`src/rtl/cpu_pkg.sv`:
```
// Core-wide constants and types used by the register-file write port logic.
package cpu_pkg;

  localparam int XLEN      = 32;
  localparam int RF_ADDR_W = 5;

  localparam logic WB_SRC_PIPE = 1'b0;
  localparam logic WB_SRC_MDU  = 1'b1;

  typedef struct packed {
    logic                 valid;
    logic [RF_ADDR_W-1:0] rd;
    logic [XLEN-1:0]      wd;
  } wb_req_t;

  // x0 is hardwired, so it never shows up as a busy register.
  function automatic logic [31:0] rd_onehot(input logic [RF_ADDR_W-1:0] rd);
    logic [31:0] mask;
    mask = 32'(1) << rd;
    mask[0] = 1'b0;
    return mask;
  endfunction

endpackage

```
`src/rtl/wb_port_arbiter_if.sv`:
```
// Bundle of pipeline, MDU and register-file write-port signals around the arbiter.
interface wb_port_arbiter_if #(
  parameter int XLEN  = 32,
  parameter int DEPTH = 2
);
  import cpu_pkg::*;

  localparam int CNT_W = $clog2(DEPTH + 1);

  logic                 wb_valid;
  logic [RF_ADDR_W-1:0] wb_rd;
  logic [XLEN-1:0]      wb_wd;
  logic                 mdu_valid;
  logic [RF_ADDR_W-1:0] mdu_rd;
  logic [XLEN-1:0]      mdu_wd;
  logic                 mdu_ready;
  logic                 rf_we;
  logic [RF_ADDR_W-1:0] rf_waddr;
  logic [XLEN-1:0]      rf_wdata;
  logic                 rf_src;
  logic [31:0]          busy_mask;
  logic                 stall_req;
  logic [CNT_W-1:0]     fifo_count;

  modport master (
    output wb_valid, wb_rd, wb_wd, mdu_valid, mdu_rd, mdu_wd,
    input  mdu_ready, rf_we, rf_waddr, rf_wdata, rf_src, busy_mask, stall_req, fifo_count
  );

  modport slave (
    input  wb_valid, wb_rd, wb_wd, mdu_valid, mdu_rd, mdu_wd,
    output mdu_ready, rf_we, rf_waddr, rf_wdata, rf_src, busy_mask, stall_req, fifo_count
  );

endinterface

```
`src/rtl/wb_result_fifo.sv`:
```
// Small FIFO holding MDU results {rd, wd} until the write port is free.
module wb_result_fifo
  import cpu_pkg::*;
#(
  parameter int XLEN  = 32,
  parameter int DEPTH = 2
) (
  input  logic                         clk,
  input  logic                         rst,
  input  logic                         push,
  input  logic [RF_ADDR_W-1:0]         push_rd,
  input  logic [XLEN-1:0]              push_wd,
  input  logic                         pop,
  output logic [$clog2(DEPTH+1)-1:0]   count,
  output logic [RF_ADDR_W-1:0]         head_rd,
  output logic [XLEN-1:0]              head_wd
);

  localparam int PTR_W = $clog2(DEPTH);
  localparam int CNT_W = $clog2(DEPTH + 1);

  logic [RF_ADDR_W-1:0] rd_mem [DEPTH];
  logic [XLEN-1:0]      wd_mem [DEPTH];
  logic [PTR_W-1:0]     wr_ptr;
  logic [PTR_W-1:0]     rd_ptr;

  // Storage is not reset; only the pointers and count decide what is valid.
  always_ff @(posedge clk) begin
    if (push) begin
      rd_mem[wr_ptr] <= push_rd;
      wd_mem[wr_ptr] <= push_wd;
    end
  end

  always_ff @(posedge clk) begin
    if (rst) begin
      wr_ptr <= '0;
      rd_ptr <= '0;
      count  <= '0;
    end else begin
      if (push) wr_ptr <= wr_ptr + PTR_W'(1);
      if (pop)  rd_ptr <= rd_ptr + PTR_W'(1);
      count <= count + CNT_W'(push) - CNT_W'(pop);
    end
  end

  assign head_rd = rd_mem[rd_ptr];
  assign head_wd = wd_mem[rd_ptr];

endmodule

```
`src/rtl/wb_port_arbiter.sv`:
```
// Shares the register-file write port between pipeline writeback (priority) and
// buffered MDU results, with a busy mask and stall request for the hazard unit.
module wb_port_arbiter
  import cpu_pkg::*;
#(
  parameter int XLEN       = cpu_pkg::XLEN,
  parameter int DEPTH      = 2,
  parameter int STARVE_MAX = 4
) (
  input  logic               clk,
  input  logic               rst,
  wb_port_arbiter_if.slave   bus
);

  localparam int CNT_W = $clog2(DEPTH + 1);
  localparam int SW    = $clog2(STARVE_MAX + 1);

  logic                 pipe_req;
  logic                 push;
  logic                 pop;
  logic                 ready;
  logic [CNT_W-1:0]     count;
  logic [RF_ADDR_W-1:0] head_rd;
  logic [XLEN-1:0]      head_wd;
  logic [31:0]          busy;
  logic [SW-1:0]        starve_cnt;

  logic                 we;
  logic [RF_ADDR_W-1:0] waddr;
  logic [XLEN-1:0]      wdata;
  logic                 src;

  assign pipe_req = bus.wb_valid && (bus.wb_rd != '0);
  assign ready    = (count != CNT_W'(DEPTH));
  // x0 results are acknowledged but dropped rather than occupying a slot.
  assign push     = bus.mdu_valid && ready && (bus.mdu_rd != '0) && !rst;

  wb_result_fifo #(
    .XLEN  (XLEN),
    .DEPTH (DEPTH)
  ) u_fifo (
    .clk     (clk),
    .rst     (rst),
    .push    (push),
    .push_rd (bus.mdu_rd),
    .push_wd (bus.mdu_wd),
    .pop     (pop),
    .count   (count),
    .head_rd (head_rd),
    .head_wd (head_wd)
  );

  // Pipeline always wins; the FIFO head drains only into otherwise idle slots.
  always_comb begin
    we    = 1'b0;
    waddr = '0;
    wdata = '0;
    src   = WB_SRC_PIPE;
    pop   = 1'b0;
    if (!rst) begin
      if (pipe_req) begin
        we    = 1'b1;
        waddr = bus.wb_rd;
        wdata = bus.wb_wd;
      end else if (count != '0) begin
        we    = 1'b1;
        waddr = head_rd;
        wdata = head_wd;
        src   = WB_SRC_MDU;
        pop   = 1'b1;
      end
    end
  end

  always_ff @(posedge clk) begin
    if (rst) begin
      busy <= '0;
    end else begin
      busy <= (busy & ~(pop ? rd_onehot(head_rd) : 32'd0))
            | (push ? rd_onehot(bus.mdu_rd) : 32'd0);
    end
  end

  // Counts consecutive cycles the pipeline held the port while results waited.
  always_ff @(posedge clk) begin
    if (rst) begin
      starve_cnt <= '0;
    end else if ((count != '0) && pipe_req) begin
      if (starve_cnt != SW'(STARVE_MAX)) starve_cnt <= starve_cnt + SW'(1);
    end else begin
      starve_cnt <= '0;
    end
  end

  assign bus.mdu_ready  = ready;
  assign bus.rf_we      = we;
  assign bus.rf_waddr   = waddr;
  assign bus.rf_wdata   = wdata;
  assign bus.rf_src     = src;
  assign bus.busy_mask  = busy;
  assign bus.stall_req  = (count == CNT_W'(DEPTH)) || (starve_cnt == SW'(STARVE_MAX));
  assign bus.fifo_count = count;

endmodule

```
`src/flat_wrapper.sv`:
```
// flat-port wrapper written by rule: the top's interface ports become plain ports
module wb_port_arbiter_flat import cpu_pkg::*;
#(
  parameter int XLEN       = cpu_pkg::XLEN,
  parameter int DEPTH      = 2,
  parameter int STARVE_MAX = 4
)
  (clk, rst, bus_wb_valid, bus_wb_rd, bus_wb_wd, bus_mdu_valid, bus_mdu_rd, bus_mdu_wd, bus_mdu_ready, bus_rf_we, bus_rf_waddr, bus_rf_wdata, bus_rf_src, bus_busy_mask, bus_stall_req, bus_fifo_count);
  wb_port_arbiter_if #(.XLEN(XLEN), .DEPTH(DEPTH)) bus_i ();
  input  logic clk;
  input  logic rst;
  input wire logic [$bits(bus_i.wb_valid)-1:0] bus_wb_valid;
  input wire logic [$bits(bus_i.wb_rd)-1:0] bus_wb_rd;
  input wire logic [$bits(bus_i.wb_wd)-1:0] bus_wb_wd;
  input wire logic [$bits(bus_i.mdu_valid)-1:0] bus_mdu_valid;
  input wire logic [$bits(bus_i.mdu_rd)-1:0] bus_mdu_rd;
  input wire logic [$bits(bus_i.mdu_wd)-1:0] bus_mdu_wd;
  output wire logic [$bits(bus_i.mdu_ready)-1:0] bus_mdu_ready;
  output wire logic [$bits(bus_i.rf_we)-1:0] bus_rf_we;
  output wire logic [$bits(bus_i.rf_waddr)-1:0] bus_rf_waddr;
  output wire logic [$bits(bus_i.rf_wdata)-1:0] bus_rf_wdata;
  output wire logic [$bits(bus_i.rf_src)-1:0] bus_rf_src;
  output wire logic [$bits(bus_i.busy_mask)-1:0] bus_busy_mask;
  output wire logic [$bits(bus_i.stall_req)-1:0] bus_stall_req;
  output wire logic [$bits(bus_i.fifo_count)-1:0] bus_fifo_count;
  assign bus_i.wb_valid = bus_wb_valid;
  assign bus_i.wb_rd = bus_wb_rd;
  assign bus_i.wb_wd = bus_wb_wd;
  assign bus_i.mdu_valid = bus_mdu_valid;
  assign bus_i.mdu_rd = bus_mdu_rd;
  assign bus_i.mdu_wd = bus_mdu_wd;
  assign bus_mdu_ready = bus_i.mdu_ready;
  assign bus_rf_we = bus_i.rf_we;
  assign bus_rf_waddr = bus_i.rf_waddr;
  assign bus_rf_wdata = bus_i.rf_wdata;
  assign bus_rf_src = bus_i.rf_src;
  assign bus_busy_mask = bus_i.busy_mask;
  assign bus_stall_req = bus_i.stall_req;
  assign bus_fifo_count = bus_i.fifo_count;
  wb_port_arbiter #(.XLEN(XLEN), .DEPTH(DEPTH), .STARVE_MAX(STARVE_MAX)) u_core (.clk(clk), .rst(rst), .bus(bus_i));
endmodule
```
`config.mk`:
```
export PLATFORM = sky130hd
export DESIGN_NAME = wb_port_arbiter_flat
export DESIGN_NICKNAME = d
export VERILOG_FILES = /design/src/rtl/cpu_pkg.sv /design/src/rtl/wb_port_arbiter_if.sv /design/src/rtl/wb_result_fifo.sv /design/src/rtl/wb_port_arbiter.sv /design/src/flat_wrapper.sv
export SDC_FILE = /design/constraint.sdc
export NUM_CORES = 1
export LEC_CHECK = 0
export ABC_AREA = 1
export CAP_MARGIN = 15
export CORE_MARGIN = 5
export CORE_UTILIZATION = 40
export CTS_BUF_LIST = sky130_fd_sc_hd__clkbuf_8 sky130_fd_sc_hd__clkbuf_16
export DETAILED_ROUTE_END_ITERATION = 6
export DONT_BUFFER_PORTS = 1
export GPL_TIMING_DRIVEN = 0
export SETUP_SLACK_MARGIN = 0.2
export SYNTH_ARGS = -nofsm -noshare
export SYNTH_HDL_FRONTEND = slang
export SYNTH_SLANG_ARGS = --single-unit
```
`constraint.sdc`:
```
create_clock -name clk -period 7 [get_ports clk]
set_clock_uncertainty 0.1 [all_clocks]
set_input_delay 0.35 -clock clk [delete_from_list [all_inputs] [get_ports clk]]
set_output_delay 0.35 -clock clk [all_outputs]
set_load 0.005 [all_outputs]
```
==> results.py <==
metrics = {
    "status": {
        "outcome": "finished, final reports clean",
    },
    "clocking": {
        "cts_made_buffers": 17,
        "clock_sink_count": 113,
        "htree_levels": 4,
        "buffer_levels_on_the_longest_clock_path": 2,
        "root_buffer": "sky130_fd_sc_hd__clkbuf_16",
        "clkTransAtPathRegs_ps": 50,
        "worstSkewPairLatency_ps": 410,
        "cts_tree": "done",
        "post-cts-setup-buffers": 0,
    },
    "logic_synthesis": {
        "postSynth.asyncResetShare": 0,
        "yosys_warnings": 0,
        "synth_flop_type": "sky130_fd_sc_hd__edfxtp_1",
        "synth.avg_cell_area_um2": 9.54,
        "yosysUniqueCellTypes": 30,
        "synth_top_area_cell": "sky130_fd_sc_hd__edfxtp_1",
        "synthesis.instances": 556,
        "synth_fp_nets": 638,
        "synth_top_cell_area_share": 0.419,
        "ys_seq_elements": 113,
        "synth-seq-area-share": 0.566,
        "ys_top_cells_by_area": "sky130_fd_sc_hd__edfxtp_1, sky130_fd_sc_hd__dfxtp_1, sky130_fd_sc_hd__nand2_1",
        "post_synth_instance_area_um2": 5310,
        "synth_edf_count": 74,
    },
    "worst_setup_path": {
        "critical_path_rt_ps": 7240,
        "cp-startpoint": "u_core.u_fifo.count[1]$_SDFF_PP0_",
        "critical_path.reg2reg.startpoint": "u_core.u_fifo.count[1]$_SDFF_PP0_",
        "critical_path.endpoint_type": "register",
        "crit_arrival_ps": 2730,
        "critical_path.max_fanout": 11,
        "crit_type": "register to register",
        "critical_path.startpoint_type": "register",
    },
    "layout": {
        "syn_to_final_growth_pct": 24.1,
        "mostFrequentLayoutCells": "sky130_fd_sc_hd__nand2_1, sky130_fd_sc_hd__edfxtp_1, sky130_fd_sc_hd__a21oi_1, sky130_fd_sc_hd__nand3_1, sky130_fd_sc_hd__dfxtp_1",
        "insertedDiodeCount": 0,
        "filler_cell_count": 1217,
        "most_common_library_cell_in_the_layout_ignoring_fill_and_taps": "sky130_fd_sc_hd__nand2_1",
        "layout.nets": 696,
        "drive_above_1_share": 0.155,
        "layoutNonFillerInstCount": 803,
        "multiInputGateArea_um2": 2030,
        "core_util_final": 0.501,
        "seqCellArea_um2": 3000,
    },
    "sta": {
        "worst-slew-pin-transition_ps": 662,
        "setup-tns-final_ps": 0,
        "report.final.slew_viol_count": 0,
        "fmaxAchievable_mhz": 401,
        "post-route-min-period_ps": 2490,
        "finalCritPeriodShare": 0.356,
        "max-slew-margin-rel": 0.559,
        "unrepaired_setup_endpoints_after_global_routing": "false",
        "finalHoldViolCount": 0,
        "setup_viol_count_final": 0,
    },
    "power": {
        "power_per_cell_area_nw_per_um2": 294,
        "net-switching-power_uw": 508,
        "ir_drop_mv": 0.125,
        "sw_frac_of_total": 0.263,
        "cell_internal_pwr_mw": 1.42,
        "power.clock.fraction": 0.463,
        "power_leakage_nw": 2.39,
        "power_frac_comb": 0.147,
        "seq_power_share": 0.390,
    },
    "floorplan": {
        "die_y_um": 125,
        "floorplan.rows": 42,
        "floorplan.io_pins": 153,
        "coreArea_um2": 13100,
        "initial_core_util": 0.404,
        "die-area_um2": 15700,
        "fp.dieW_um": 125,
    },
    "route": {
        "detail_route.iter0.violations": 327,
        "totalWireLength_um": 14200,
        "vias_per_cell": 5.24,
        "route.antenna.remaining_nets": 0,
        "drt_first_pass_iters": 5,
        "drt_drc_violations_left": 0,
        "dr_total_vias": 4204,
        "drt-wirelength-per-cell_um": 17.7,
    },
    "global_route": {
        "grtUsageMet1": 0.218,
        "first_pass_grt_wire_length_um": 22500,
        "antenna_violations_before_repair": 0,
        "global_route.usage.met2": 0.307,
        "grt_use_total": 0.182,
        "first_global_vias": 4212,
        "grt_remaining_overflow": 0,
        "grt.busiest_layer": "met2",
        "largest_net_degree_at_the_start_of_global_routing": 22,
        "grtUsageMet3": 0.0640,
    },
    "flow_run": {
        "drv.max_cap_violation_count": 0,
    },
    "placement": {
        "place.gp.congestion": 0.919,
        "dp_cells": 734,
        "detailedPlacementHpwl_um": 10200,
        "portBuffers": 0,
    },
    "worst_hold_path": {
        "hold_wc_startpoint": "bus_mdu_rd[3]",
        "hold_path.class": "primary input to register",
    },
}
## critical path: stages, from the launching register on
cell	delay [ps]
sky130_fd_sc_hd__dfxtp_1	430
sky130_fd_sc_hd__nor2_1	110
sky130_fd_sc_hd__nor2_2	160
sky130_fd_sc_hd__inv_2	80
sky130_fd_sc_hd__a21oi_4	300
sky130_fd_sc_hd__buf_2	360
sky130_fd_sc_hd__ha_1	280
sky130_fd_sc_hd__inv_1	50
sky130_fd_sc_hd__ha_1	140
sky130_fd_sc_hd__xor2_1	180
sky130_fd_sc_hd__o21ai_0	100
sky130_fd_sc_hd__a21oi_1	120
## timing repair
action,4_1_cts,5_1_grt
resized for setup,0,0
hold buffers,37,0
hold endpoints to repair,74,0
## synth_stat cells (2+ instances only)
| cell type | count |
|---|---|
| sky130_fd_sc_hd__a21oi_1 | 68 |
| sky130_fd_sc_hd__nand3_1 | 53 |
| sky130_fd_sc_hd__nor2_2 | 13 |
| sky130_fd_sc_hd__o21ai_1 | 4 |
| sky130_fd_sc_hd__inv_2 | 5 |
| sky130_fd_sc_hd__buf_2 | 14 |
| sky130_fd_sc_hd__inv_1 | 25 |
| sky130_fd_sc_hd__a22o_1 | 32 |
| sky130_fd_sc_hd__nand2_2 | 6 |
| sky130_fd_sc_hd__o21ai_2 | 2 |
| sky130_fd_sc_hd__nand2_1 | 140 |
| sky130_fd_sc_hd__o21ai_0 | 8 |
| sky130_fd_sc_hd__clkbuf_1 | 11 |
| sky130_fd_sc_hd__xor2_1 | 2 |
| sky130_fd_sc_hd__nand2_4 | 8 |
| sky130_fd_sc_hd__buf_6 | 4 |
| sky130_fd_sc_hd__buf_4 | 3 |
| sky130_fd_sc_hd__nor2_1 | 29 |
| sky130_fd_sc_hd__dfxtp_1 | 39 |
| sky130_fd_sc_hd__edfxtp_1 | 74 |
| sky130_fd_sc_hd__nand3_2 | 3 |
| sky130_fd_sc_hd__nand3_4 | 2 |
| sky130_fd_sc_hd__ha_1 | 4 |
## flip-flops by register name (all words and copies together), names as in the netlist, named ones only
| name | flops |
|---|---|
| u_core.u_fifo.wr_ptr | 1 |
| u_core.u_fifo.count | 2 |
| u_core.starve_cnt | 3 |
| u_core.u_fifo.rd_ptr | 1 |
| u_core.u_fifo.wd_mem | 64 |
| u_core.u_fifo.rd_mem | 10 |
| u_core.bus.busy_mask | 31 |
## power by group through the flow
stage / logic (mW) / registers [mW] / clock network, mW
floorplan: 0.195 / 0.764 / 0
global placement: 0.255 / 0.768 / 0
detailed placement: 0.265 / 0.768 / 0
CTS: 0.286 / 0.754 / 0.909
global route: 0.315 / 0.756 / 0.943
finish: 0.283 / 0.754 / 0.895
## routing by layer
layer	wire, um	up-vias
met5	0	-
met4	233	0
met3	1130	21
met2	7050	160
met1	5770	1974
li1	-	2049
## metrics by stage
stage / area, um2 / power [mW] / hold slack, ps / setup WS [ps]
5_1_grt: 6580 / 2.01 / 105 / 4320
4_1_cts: 6580 / 1.95 / 54.9 / 4510
2_1_floorplan: 5310 / 0.960 / 343 / 3990
3_5_place_dp: 5600 / 1.03 / 349 / 4500
6_report: 6580 / 1.93 / 79.8 / 4510
3_3_place_gp: 5530 / 1.02 / 349 / 2720
## cell type report
cell class              instances  area share
repair buffers                 39      0.0646
multi-input cells             381       0.308
flip-flops and latches        113       0.456
plain buffers                  32      0.0272
clock buffers                  17      0.0646
clock inverters                15      0.0291
inverters                      30      0.0171
well taps                     176      0.0335
## path summary, 6_finish.rpt
| kind | end | slack, ps | cells after the start |
|---|---|---|---|
| max | u_core.u_fifo.count[1]$_SDFF_PP0_ | 4510 | 11 |
| min | u_core.bus.busy_mask[16]$_SDFF_PP0_ | 80 | 3 |
| max reg2reg | u_core.u_fifo.count[1]$_SDFF_PP0_ | 4510 | 11 |
| min reg2reg | u_core.bus.busy_mask[12]$_SDFF_PP0_ | 380 | 2 |
## cell families (layout without fill, tap and decap cells)
group	after synthesis	count (layout)	synth area share
other cells	1	1	0.000707
compound gates	115	115	0.135
simple gates	258	258	0.229
flops	113	113	0.566
fa+ha+maj	4	4	0.00943
buf+inv	62	133	0.0550
xor+xnor	3	3	0.00495
(Power assumes the default switching activity.)
